## src/rtl/mem_access_pkg.sv

```systemverilog
// Shared widths, opcodes, funct3 codes, flow commands and FSM states
// for the load/store stage.
package mem_access_pkg;

    localparam int CPU_WIDTH      = 32;
    localparam int REG_ADDR_WIDTH = 5;
    localparam int FLOW_WIDTH     = 2;

    localparam logic [FLOW_WIDTH-1:0] FLOW_WORK    = 2'd0;
    localparam logic [FLOW_WIDTH-1:0] FLOW_STOP    = 2'd1;
    localparam logic [FLOW_WIDTH-1:0] FLOW_REFRESH = 2'd2;

    localparam logic [6:0] INST_LOAD  = 7'b0000011;
    localparam logic [6:0] INST_STORE = 7'b0100011;

    localparam logic [2:0] F3_LB  = 3'b000;
    localparam logic [2:0] F3_LH  = 3'b001;
    localparam logic [2:0] F3_LW  = 3'b010;
    localparam logic [2:0] F3_LBU = 3'b100;
    localparam logic [2:0] F3_LHU = 3'b101;
    localparam logic [2:0] F3_SB  = 3'b000;
    localparam logic [2:0] F3_SH  = 3'b001;
    localparam logic [2:0] F3_SW  = 3'b010;

    typedef enum logic [1:0] {
        ST_IDLE  = 2'd0,
        ST_WAIT  = 2'd1,
        ST_DONE  = 2'd2,
        ST_DRAIN = 2'd3
    } mem_state_e;

endpackage

```

## src/rtl/mem_lane_fmt.sv

```systemverilog
// Byte-lane steering: load extraction/extension, store byte enables
// and lane replication. Purely combinational.
module mem_lane_fmt
    import mem_access_pkg::*;
(
    input  logic [2:0]           funct3,
    input  logic [1:0]           addr_idx,
    input  logic [CPU_WIDTH-1:0] rdata,
    input  logic [CPU_WIDTH-1:0] wdata_in,
    output logic [CPU_WIDTH-1:0] ld_data,
    output logic [3:0]           be,
    output logic [CPU_WIDTH-1:0] wdata
);

    logic [CPU_WIDTH-1:0] shifted;
    logic [7:0]           byte_v;
    logic [15:0]          half_v;

    // Pick the addressed byte/half and extend it per load type
    always_comb begin
        shifted = rdata >> {addr_idx, 3'b000};
        byte_v  = shifted[7:0];
        half_v  = addr_idx[1] ? rdata[31:16] : rdata[15:0];
        case (funct3)
            F3_LB:   ld_data = {{24{byte_v[7]}}, byte_v};
            F3_LH:   ld_data = {{16{half_v[15]}}, half_v};
            F3_LBU:  ld_data = {24'd0, byte_v};
            F3_LHU:  ld_data = {16'd0, half_v};
            default: ld_data = rdata;
        endcase
    end

    // Byte enables and replicated write data for stores
    always_comb begin
        case (funct3)
            F3_SB: begin
                be    = 4'b0001 << addr_idx;
                wdata = {4{wdata_in[7:0]}};
            end
            F3_SH: begin
                be    = addr_idx[1] ? 4'b1100 : 4'b0011;
                wdata = {2{wdata_in[15:0]}};
            end
            default: begin
                be    = 4'b1111;
                wdata = wdata_in;
            end
        endcase
    end

endmodule

```

## src/rtl/mem_access.sv

```systemverilog
// Load/store stage with single-outstanding bus handshake.
// Optional MEM_MISALIGN_CHECK_EN blocks misaligned half/word accesses.
module mem_access
    import mem_access_pkg::*;
(
    input  logic                      clk,
    input  logic                      rst_n,
    input  logic [CPU_WIDTH-1:0]      inst_i,
    input  logic [FLOW_WIDTH-1:0]     flow_mem_i,
    input  logic [CPU_WIDTH-1:0]      mem_addr_i,
    input  logic [CPU_WIDTH-1:0]      mem_wdata_i,
    input  logic                      reg_wr_en_i,
    input  logic [REG_ADDR_WIDTH-1:0] reg_wr_adder_i,
    input  logic [CPU_WIDTH-1:0]      reg_wr_data_i,
    output logic                      bus_req_o,
    output logic                      bus_we_o,
    output logic [CPU_WIDTH-1:0]      bus_addr_o,
    output logic [3:0]                bus_be_o,
    output logic [CPU_WIDTH-1:0]      bus_wdata_o,
    input  logic                      bus_ack_i,
    input  logic [CPU_WIDTH-1:0]      bus_rdata_i,
    output logic                      reg_wr_en_o,
    output logic [REG_ADDR_WIDTH-1:0] reg_wr_adder_o,
    output logic [CPU_WIDTH-1:0]      reg_wr_data_o,
    output logic [1:0]                mem_addr_index_o,
    output logic                      no_writing_mem_o,
    output logic                      stall_req_o,
    output logic                      misalign_o
);

    mem_state_e           state_q, state_d;
    logic [CPU_WIDTH-1:0] rdata_q, addr_q, wdata_q;
    logic [3:0]           be_q;
    logic                 we_q;

    logic [6:0]           opcode;
    logic [2:0]           funct3;
    logic                 is_load, is_store, is_mem;
    logic                 misal, issue, refresh;
    logic                 latch, capture, hold;
    logic [CPU_WIDTH-1:0] ld_fmt, wdata_c;
    logic [3:0]           be_c;
    logic                 unused_bits;

    assign opcode      = inst_i[6:0];
    assign funct3      = inst_i[14:12];
    assign is_load     = opcode == INST_LOAD;
    assign is_store    = opcode == INST_STORE;
    assign is_mem      = is_load | is_store;
    assign refresh     = flow_mem_i == FLOW_REFRESH;
    assign unused_bits = ^{inst_i[31:15], inst_i[11:7]};

`ifdef MEM_MISALIGN_CHECK_EN
    logic is_byte, is_half;
    assign is_byte = is_load ? (funct3 == F3_LB || funct3 == F3_LBU)
                             : (funct3 == F3_SB);
    assign is_half = is_load ? (funct3 == F3_LH || funct3 == F3_LHU)
                             : (funct3 == F3_SH);
    assign misal   = is_mem & ((is_half & mem_addr_i[0]) |
                     (~is_byte & ~is_half & (|mem_addr_i[1:0])));
`else
    assign misal   = 1'b0;
`endif

    assign issue      = is_mem & ~misal;
    assign misalign_o = misal;

    mem_lane_fmt u_fmt (
        .funct3   (funct3),
        .addr_idx (mem_addr_i[1:0]),
        .rdata    (bus_rdata_i),
        .wdata_in (mem_wdata_i),
        .ld_data  (ld_fmt),
        .be       (be_c),
        .wdata    (wdata_c)
    );

    // While an access is outstanding the bus sees the captured request
    assign bus_addr_o  = hold ? addr_q  : {mem_addr_i[31:2], 2'b00};
    assign bus_be_o    = hold ? be_q    : be_c;
    assign bus_wdata_o = hold ? wdata_q : wdata_c;
    assign bus_we_o    = hold ? we_q    : is_store;

    assign reg_wr_adder_o   = reg_wr_adder_i;
    assign mem_addr_index_o = mem_addr_i[1:0];
    assign no_writing_mem_o = ~is_store;

    // State, formatted read data and captured bus request
    always_ff @(posedge clk or negedge rst_n) begin
        if (!rst_n) begin
            state_q <= ST_IDLE;
            rdata_q <= '0;
            addr_q  <= '0;
            wdata_q <= '0;
            be_q    <= '0;
            we_q    <= 1'b0;
        end else begin
            state_q <= state_d;
            if (latch) rdata_q <= ld_fmt;
            if (capture) begin
                addr_q  <= {mem_addr_i[31:2], 2'b00};
                wdata_q <= wdata_c;
                be_q    <= be_c;
                we_q    <= is_store;
            end
        end
    end

    // Next state, handshake and write-back outputs
    always_comb begin
        state_d       = state_q;
        bus_req_o     = 1'b0;
        stall_req_o   = 1'b0;
        latch         = 1'b0;
        capture       = 1'b0;
        hold          = 1'b0;
        reg_wr_en_o   = reg_wr_en_i;
        reg_wr_data_o = reg_wr_data_i;
        unique case (state_q)
            ST_IDLE: begin
                if (issue) begin
                    bus_req_o   = 1'b1;
                    stall_req_o = 1'b1;
                    capture     = 1'b1;
                    reg_wr_en_o = 1'b0;
                    if (bus_ack_i) begin
                        latch   = ~refresh;
                        state_d = refresh ? ST_IDLE : ST_DONE;
                    end else begin
                        state_d = refresh ? ST_DRAIN : ST_WAIT;
                    end
                end else if (misal) begin
                    reg_wr_en_o = 1'b0;
                end
            end
            ST_WAIT: begin
                bus_req_o   = 1'b1;
                stall_req_o = 1'b1;
                hold        = 1'b1;
                reg_wr_en_o = 1'b0;
                if (bus_ack_i) begin
                    latch   = ~refresh;
                    state_d = refresh ? ST_IDLE : ST_DONE;
                end else if (refresh) begin
                    state_d = ST_DRAIN;
                end
            end
            ST_DRAIN: begin
                bus_req_o   = 1'b1;
                stall_req_o = 1'b1;
                hold        = 1'b1;
                reg_wr_en_o = 1'b0;
                if (bus_ack_i) state_d = ST_IDLE;
            end
            ST_DONE: begin
                if (is_load) reg_wr_data_o = rdata_q;
                if (refresh) reg_wr_en_o = 1'b0;
                if (flow_mem_i != FLOW_STOP) state_d = ST_IDLE;
            end
            default: state_d = ST_IDLE;
        endcase
        if (is_store) reg_wr_en_o = 1'b0;
    end

endmodule

```

## config.mk

```make
export PLATFORM = sky130hd
export DESIGN_NAME = mem_access
export DESIGN_NICKNAME = d
export VERILOG_FILES = /design/src/rtl/mem_access_pkg.sv /design/src/rtl/mem_lane_fmt.sv /design/src/rtl/mem_access.sv
export SDC_FILE = /design/constraint.sdc
export NUM_CORES = 1
export LEC_CHECK = 0
export BUFFER_PORTS_ARGS = -buffer_cell sky130_fd_sc_hd__clkbuf_2
export CAP_MARGIN = 30
export CORE_ASPECT_RATIO = 1.4
export CORE_MARGIN = 2
export CORE_UTILIZATION = 35
export CTS_CLUSTER_SIZE = 16
export DETAILED_ROUTE_END_ITERATION = 8
export SETUP_SLACK_MARGIN = 0.15
export SLEW_MARGIN = 20
export SYNTH_ARGS = -nofsm -noshare
export SYNTH_HDL_FRONTEND = slang
export SYNTH_SLANG_ARGS = --single-unit
```

## constraint.sdc

```tcl
create_clock -name clk -period 4.11 [get_ports clk]
set_clock_uncertainty 0.15 [all_clocks]
set_input_delay 0.411 -clock clk [delete_from_list [all_inputs] [get_ports clk]]
set_output_delay 0.411 -clock clk [all_outputs]
set_load 0.05 [all_outputs]
```

==> flow_metrics.py, run 1 <==
metrics = {
    "critical_path": {
        "arrival_ns": 2.47,
        "cp.required_ns": 3.55,
        "worstReg2RegEnd": "wdata_q[17]",
        "start_kind": "flip-flop",
        "cp-end-kind": "output port",
        "reg2reg_depth": 4,
        "cp_max_fo": 46,
        "crit_start": "state_q[0]",
        "r2r-start": "state_q[0]",
        "crit_type": "reg -> out",
        "r2r_slack_ns": 1.79,
    },
    "placed_design": {
        "dp_cells": 1132,
        "gp_congestion": 0.775,
        "hpwl_mm": 13.0,
        "dp_slack_ns": 1.30,
        "numPortBuffers": 248,
    },
    "sta": {
        "slew_headroom": 0.447,
        "finalCritPeriodShare": 0.738,
        "rsz0062_at_grt": "false",
        "fin_ws_ns": 1.08,
        "setup-tns-final_ns": 0,
        "setup-violations-final": 0,
        "hold-worst-slack_ns": 0.0957,
        "fmax_mhz": 330,
        "min_period_ns": 3.03,
        "worst_pin_slew_ns": 0.829,
        "hold_viol": 0,
        "report.final.slew_viol_count": 0,
    },
    "floorplan": {
        "row_count": 58,
        "die_h_microns": 163,
        "dieArea_sq_um": 19100,
        "core-area_sq_um": 17800,
        "num_io_pins": 284,
        "initial_core_util": 0.354,
        "chipWidth_microns": 117,
    },
    "power": {
        "power_leakage_nw": 3.99,
        "vdd_drop_max_mv": 0.182,
        "cellPowerDensity_nw_per_um2": 420,
    },
    "min_path": {
        "hold_class": "in -> reg",
        "min-delay-start": "mem_addr_i[22]",
        "holdPathStages": 3,
        "min_to": "addr_q[22]",
    },
    "yosys": {
        "synth_cells": 688,
        "synth_mux_area_frac": 0.231,
        "synth_compound_area_frac": 0.0823,
        "yosysUniqueCellTypes": 44,
        "synth_edf_count": 0,
        "syn_avg_cell_area_sq_um": 9.14,
        "synth_area_leaders": "dfrtp_1, mux2_2, nand2_1",
        "ys_ff_latch": 101,
        "synthAdderAreaFrac": 0.00597,
        "yosysSeqAreaShare": 0.402,
        "yosysTopAreaCell": "dfrtp_1",
        "yosys.area.top_type_share": 0.402,
        "synth_top_family_by_area": "multiplexers",
        "synth_area_sq_um": 6290,
        "async_flop_share": 1.00,
        "synthXorXnorAreaFrac": 0,
        "ys.flop_type": "dfrtp_1",
        "yosys_warnings": 0,
        "synthSimpleGateAreaFrac": 0.217,
    },
    "grt": {
        "grt_pass1_vias": 5635,
        "overflow": 0,
        "grt_antenna_before_repair": 0,
        "grt_pass1_wl_mm": 28.9,
        "grt_max_degree": 74,
        "grt_usage": 0.189,
    },
    "clock_tree": {
        "cts_buffers": 9,
        "clock_sinks": 101,
        "clockBufferDepth": 2,
        "cts_resized": 0,
        "clk_pin_slew_ns": 0.09,
        "cts_tree": "built",
        "worst_skew_pair.late_latency_ns": 0.35,
        "cts_setup_buffers": 0,
        "htreeDepth": 3,
        "ctsRootBufferMaster": "clkbuf_16",
        "cts_hold_buf": 0,
    },
    "job": {
        "drv_cap": 0,
    },
    "finish": {
        "diodes": 0,
        "final_util": 0.444,
        "nNetsFinal": 1079,
        "fin_cells": 1150,
        "num-fill-cells": 1806,
        "mostFrequentLayoutCells": "clkbuf_2, nand2_1, mux2_2",
        "syn_to_final_growth_pct": 25.6,
        "layout_commonest_cell": "clkbuf_2",
        "drive_above_1_share": 0.446,
    },
    "drt": {
        "drtAntennaViolNets": 0,
        "wl_per_cell_microns": 15.7,
        "wl_met3_mm": 1.23,
        "m1WireLength_mm": 7.31,
        "num_vias": 5569,
        "drc": 0,
        "drt_iter0_markers": 339,
        "firstDrtPassIters": 4,
        "wl_met2_mm": 9.21,
        "via_per_inst": 4.84,
        "highest_layer": "met4",
        "wl_mm": 18.0,
    },
    "outcome": {
        "status": "finished, final reports clean",
    },
}
-- sequential cells by signal, summed over array words and instances, names as in the netlist --
register	count
addr_q	30
be_q	4
rdata_q	32
state_q	2
wdata_q	32
we_q	1
-- kinds of logic after synthesis --
group / count (synthesis)
simple gates: 308
mux: 131
flops: 101
compound gates: 81
buf+inv: 63
fa+ha+maj: 3
other cells: 1
-- power breakdown --
group          internal (W)  switching (W)  total [W]
registers           0.00128       0.000168    0.00145
clock network      0.000433       0.000447   0.000881
logic              0.000356       0.000633   0.000989
-- synthesized netlist by cell type (4+ instances only) --
cell,n
nand2b_1,11
a21oi_1,19
mux2i_1,18
nand2_1,232
o21ai_0,34
buf_2,15
buf_6,11
nor2_1,31
clkbuf_1,14
buf_1,4
nor2b_1,16
o21ai_2,5
inv_1,6
dfrtp_1,101
o21ai_1,4
buf_4,13
a221oi_1,9
mux2_2,111
-- layer usage --
| layer | global-route usage | up-vias |
|---|---|---|
| li1 | - | 2748 |
| met1 | 0.219 | 2616 |
| met2 | 0.343 | 188 |
| met3 | 0.0529 | 17 |
| met4 | 0.0520 | 0 |
| met5 | 0 | - |
-- worst max-delay path, cell delays in order, from the launching register on --
cell and delay (ns):
dfrtp_4 0.72, nor4_4 0.34, buf_4 0.40, mux2_2 0.39, clkbuf_2 0.24
-- how the worst max path moves through the flow --
stage | end | slack (ns) | cells after the start
after floorplan | bus_wdata_o[31] | 1.06 | 6
after global placement | bus_wdata_o[15] | 1.31 | 6
after detailed placement | bus_wdata_o[15] | 1.30 | 6
after CTS | reg_wr_data_o[7] | 1.03 | 4
after global routing | reg_wr_data_o[24] | 0.92 | 4
final | reg_wr_data_o[24] | 1.08 | 4
-- cell type report --
cell class	instances	area (sq um)	area share
Inverter	6	22.5	0.00285
Clock buffer	9	225	0.0285
Clock inverter	7	78.8	0.00998
Timing Repair Buffer	261	1360	0.172
Tap cell	240	300	0.0380
Sequential cell	101	2530	0.320
Multi-Input combinational cell	526	3390	0.429
-- stage by stage --
step	total power, W	instance area (sq um)
floorplan	0.00219	6300
global placement	0.00245	7570
detailed placement	0.00247	7570
CTS	0.00336	7870
global route	0.00353	7900
finish	0.00332	7900
Note: power is estimated with default switching activity, not from simulation.
==> run 2: changes to the inputs <==
==> constraint.sdc (replaced) <==
create_clock -name clk -period 2.6 [get_ports clk]
set_clock_uncertainty 0.15 [all_clocks]
set_input_delay 0.26 -clock clk [delete_from_list [all_inputs] [get_ports clk]]
set_output_delay 0.26 -clock clk [all_outputs]
set_load 0.05 [all_outputs]
==> flow_metrics.py, run 2 (same netlist as run 1, synthesis figures left out) <==
metrics = {
    "drt": {
        "wl_mm": 19.3,
        "drc": 0,
        "drtAntennaViolNets": 0,
        "via_per_inst": 4.86,
        "firstDrtPassIters": 4,
        "drt_iter0_markers": 360,
        "num_vias": 5833,
        "wl_per_cell_microns": 16.1,
    },
    "power": {
        "vdd_drop_max_mv": 0.292,
        "power_leakage_nw": 4.37,
        "cellPowerDensity_nw_per_um2": 624,
    },
    "min_path": {
        "min_to": "wdata_q[4]",
        "hold_class": "in -> reg",
        "min-delay-start": "mem_wdata_i[4]",
        "holdPathStages": 3,
    },
    "grt": {
        "grt_usage": 0.197,
        "grt_antenna_before_repair": 0,
        "overflow": 0,
        "grt_pass1_wl_mm": 29.9,
        "grt_pass1_vias": 5683,
        "grt_max_degree": 74,
    },
    "finish": {
        "finalInstanceArea_sq_um": 8740,
        "diodes": 0,
        "reg.largest.list": "rdata_q (32), wdata_q (32), addr_q (30)",
        "fin_cells": 1201,
        "syn_to_final_growth_pct": 39.0,
        "mostFrequentLayoutCells": "nand2_1, clkbuf_2, dfrtp_1",
        "layout_commonest_cell": "nand2_1",
        "drive_above_1_share": 0.441,
        "nNetsFinal": 1130,
    },
    "critical_path": {
        "crit_type": "reg -> out",
        "r2r_slack_ns": 0.47,
        "worstReg2RegEnd": "wdata_q[31]",
        "start_kind": "flip-flop",
        "cp.required_ns": 2.19,
        "cp_max_fo": 8,
        "reg2reg_depth": 5,
        "cp-end-kind": "output port",
        "arrival_ns": 2.03,
        "r2r-start": "state_q[0]",
    },
    "sta": {
        "slew_headroom": 0.446,
        "fmax_mhz": 410,
        "hold_viol": 0,
        "setup-violations-final": 0,
        "finalCritPeriodShare": 0.939,
        "setup-tns-final_ns": 0,
        "worst_pin_slew_ns": 0.832,
        "rsz0062_at_grt": "true",
        "min_period_ns": 2.44,
        "report.final.slew_viol_count": 0,
    },
    "floorplan": {
        "row_count": 58,
        "core-area_sq_um": 17800,
        "num_io_pins": 284,
        "die_h_microns": 163,
        "initial_core_util": 0.354,
        "chipWidth_microns": 117,
        "dieArea_sq_um": 19100,
    },
    "clock_tree": {
        "clk_pin_slew_ns": 0.08,
        "ctsRootBufferMaster": "clkbuf_16",
        "worst_skew_pair.late_latency_ns": 0.35,
        "cts_tree": "built",
        "htreeDepth": 3,
        "clock_sinks": 101,
        "cts_buffers": 9,
        "clockBufferDepth": 2,
    },
    "job": {
        "drv_cap": 0,
    },
    "outcome": {
        "status": "finished, final reports clean",
    },
    "placed_design": {
        "gp_congestion": 0.821,
        "dp_cells": 1139,
        "numPortBuffers": 248,
        "placedInstanceArea_sq_um": 7680,
        "hpwl_mm": 13.5,
    },
}
==> run 2: cell types whose count changed in the layout (fill, tap and decap cells not counted), moves of 14 or more <==
| cell | previous run | this run |
|---|---|---|
| dlygate4sd3_1 | 1 | 38 |
| mux2_4 | 0 | 16 |
| clkbuf_2 | 247 | 213 |
| mux2_2 | 111 | 97 |
| buf_4 | 12 | 32 |
| buf_8 | 0 | 16 |
==> run 2: area by class of cell <==
| class | count | area [sq um] |
|---|---|---|
| sequential | 101 | 2530 |
| tap | 240 | 300 |
| fill | 1709 | 9040 |
| timing repair buffer | 312 | 2120 |
| clock inverter | 7 | 87.6 |
| inverter | 6 | 22.5 |
| multi-input combinational | 526 | 3460 |
| clock buffer | 9 | 225 |
==> run 2: worst max-delay path by stage <==
stage	startpoint	to	slack, ns	depth (start not counted)
after detailed placement	state_q[1]	reg_wr_data_o[13]	0.31	5
after floorplan	inst_i[13]	bus_wdata_o[31]	0.23	6
after global placement	state_q[1]	reg_wr_data_o[13]	0.33	5
final	state_q[0]	reg_wr_data_o[25]	0.16	5
after CTS	state_q[0]	bus_req_o	0.15	4
after global routing	state_q[0]	reg_wr_data_o[25]	0.10	5
==> run 2: per-layer routing <==
metal  wire length (microns)  GRT usage  vias up
li1                        -          -     2838
met1                    7650      0.223     2769
met4                     570     0.0756        0
met2                   10100      0.362      201
met3                    1040     0.0431       25
met5                       0          0        -
==> run 2: worst max-delay path: stages, from the launching register on <==
cell,delay [ns]
dfrtp_4,0.50
nor4_4,0.28
buf_4,0.17
bufbuf_16,0.27
mux2_4,0.32
buf_8,0.15
==> run 2: per-stage QoR <==
step                total power [W]  setup slack (ns)  hold slack [ns]   util
floorplan                   0.00347             0.230           -0.186      -
global placement            0.00387             0.326            0.105  0.432
CTS                         0.00547             0.146          0.00529  0.485
global route                0.00577             0.103           0.0141  0.492
finish                      0.00545             0.158           0.0133  0.492
detailed placement          0.00391             0.314            0.103  0.432
==> run 2: power by group <==
part	switching [W]	leakage (nW)	total, W	internal, W
Combinational	0.00104	2.94	0.00170	0.000661
Sequential	0.000253	1.28	0.00228	0.00203
Clock	0.000695	0.155	0.00147	0.000775
Total	0.00199	4.37	0.00545	0.00347
==> run 2: timing repair <==
item / in CTS / in global routing
hold endpoints to repair: 68 / 0
gates resized for setup: 40 / 73
cloned: 2 / 0
hold buffers: 38 / 0
pin swaps: 1 / 1
setup endpoints to repair: 33 / 30
setup buffers: 6 / 0
==> run 3: changes to the inputs <==
--- a/config.mk
+++ b/config.mk
@@ -12,7 +12,9 @@
 export CORE_UTILIZATION = 35
 export CTS_CLUSTER_SIZE = 16
 export DETAILED_ROUTE_END_ITERATION = 8
+export RECOVER_POWER = 50
 export SETUP_SLACK_MARGIN = 0.15
+export SKIP_CTS_REPAIR_TIMING = 1
 export SLEW_MARGIN = 20
 export SYNTH_ARGS = -nofsm -noshare
 export SYNTH_HDL_FRONTEND = slang
==> flow_metrics.py, run 3 (same netlist as run 1, synthesis figures left out) <==
metrics = {
    "drt": {
        "drc": 0,
        "via_per_inst": 4.79,
        "firstDrtPassIters": 4,
        "drt_iter0_markers": 347,
        "num_vias": 5683,
        "wl_per_cell_microns": 15.5,
        "drtAntennaViolNets": 0,
        "wl_mm": 18.4,
    },
    "finish": {
        "mostFrequentLayoutCells": "clkbuf_2, nand2_1, mux2_2",
        "drive_above_1_share": 0.418,
        "syn_to_final_growth_pct": 30.6,
        "nNetsFinal": 1116,
        "diodes": 0,
        "reg.largest.list": "rdata_q (32), wdata_q (32), addr_q (30)",
        "final_util": 0.462,
        "layout_commonest_cell": "clkbuf_2",
    },
    "power": {
        "power_w": 0.00534,
        "power_leakage_nw": 4.11,
        "cellPowerDensity_nw_per_um2": 650,
        "vdd_drop_max_mv": 0.291,
    },
    "sta": {
        "fmax_mhz": 406,
        "report.final.slew_viol_count": 0,
        "slew_headroom": 0.358,
        "finalCritPeriodShare": 0.947,
        "setup-violations-final": 0,
        "min_period_ns": 2.46,
        "worst_pin_slew_ns": 0.963,
        "hold_viol": 4,
        "hold-worst-slack_ns": -0.0218,
        "rsz0062_at_grt": "true",
    },
    "clock_tree": {
        "worst_skew_pair.late_latency_ns": 0.34,
        "clk_pin_slew_ns": 0.08,
        "cts_buffers": 9,
        "htreeDepth": 3,
        "ctsRootBufferMaster": "clkbuf_16",
        "clock_sinks": 101,
        "clockBufferDepth": 2,
        "cts_tree": "built",
    },
    "critical_path": {
        "cp-end-kind": "output port",
        "worstReg2RegEnd": "rdata_q[12]",
        "reg2reg_depth": 6,
        "cp-endpoint": "reg_wr_data_o[13]",
        "r2r_slack_ns": 0.24,
        "critPathSlowestCell": "dfrtp_4",
        "path_delay_family": "flip-flops",
        "crit_cells": 4,
        "cp.required_ns": 2.19,
        "worstPathCellList": "nor4_4, buf_12, mux2_2, clkbuf_2",
        "cp_max_fo": 32,
        "arrival_ns": 2.05,
        "r2r-start": "state_q[1]",
        "crit_start": "state_q[0]",
        "crit_type": "reg -> out",
        "slowest_delay_ns": 0.51,
        "path_buf_inv": 2,
        "start_kind": "flip-flop",
    },
    "floorplan": {
        "die_h_microns": 163,
        "chipWidth_microns": 117,
        "initial_core_util": 0.354,
        "row_count": 58,
        "num_io_pins": 284,
        "core-area_sq_um": 17800,
        "dieArea_sq_um": 19100,
    },
    "placed_design": {
        "gp_congestion": 0.821,
        "hpwl_mm": 13.5,
        "numPortBuffers": 248,
    },
    "grt": {
        "grt_max_degree": 74,
        "grt_pass1_vias": 5297,
        "grt_pass1_wl_mm": 28.3,
        "overflow": 0,
        "grt_antenna_before_repair": 0,
        "grt_usage": 0.187,
    },
    "outcome": {
        "status": "complete, but fails checks",
        "violations": "hold timing",
    },
    "min_path": {
        "hold_class": "in -> reg",
    },
    "job": {
        "drv_cap": 0,
    },
}
[run 3: cell types whose count changed in the layout (fill, tap and decap cells not counted), moves of 10 or more]
cell           before  now
mux2_2             97  109
clkbuf_1            0   17
mux2_4             16    0
buf_4              32   12
dlygate4sd3_1      38   28
buf_8              16    0
clkbuf_2          213  236
[run 3: final cells by class]
cell class,instances,area [sq um]
Fill cell,1795,9560
Clock inverter,7,87.6
Inverter,6,22.5
Sequential cell,101,2530
Timing Repair Buffer,298,1690
Multi-Input combinational cell,526,3360
Tap cell,240,300
Clock buffer,9,225
[run 3: how the worst min path moves through the flow]
| stage | start | to | cells after the start |
|---|---|---|---|
| after CTS | rst_n | addr_q[9] | 1 |
| after detailed placement | rst_n | addr_q[9] | 1 |
| after global routing | mem_addr_i[3] | addr_q[3] | 3 |
| after global placement | rst_n | addr_q[9] | 1 |
| after floorplan | rst_n | addr_q[10] | 0 |
| final | mem_addr_i[6] | addr_q[6] | 3 |
[run 3: per-layer routing]
layer,up-vias,part of all wire,GRT usage,wire [microns]
met4,0,0.016,0.0581,301
met3,15,0.050,0.0431,921
met1,2685,0.40,0.219,7460
met5,-,0,0,0
met2,175,0.53,0.339,9760
li1,2808,-,-,-
[run 3: worst min-delay path: cells and delay by family]
kind          cells  cell delay (ns)
buf+inv           1             0.09
simple gates      2             0.09
[run 3: stage by stage]
step                      hold slack (ns)  TNS [ns]  instances  instance area [sq um]  setup slack [ns]
after floorplan                    -0.186         0        690                   6300             0.230
after global placement              0.105         0       1139                   7680             0.326
after detailed placement            0.103         0       1139                   7680             0.314
after CTS                          -0.295     -1.78       1155                   7990           -0.0831
after global routing            0.0000536         0       1187                   8220            0.0481
final                             -0.0218         0       1187                   8220             0.139
[run 3: power by group]
| group | switching (W) | total (W) | internal, W | leakage (nW) |
|---|---|---|---|---|
| Combinational | 0.00102 | 0.00161 | 0.000592 | 2.68 |
| Clock | 0.000680 | 0.00145 | 0.000774 | 0.155 |
| Sequential | 0.000241 | 0.00227 | 0.00203 | 1.28 |
| Total | 0.00194 | 0.00534 | 0.00340 | 4.11 |
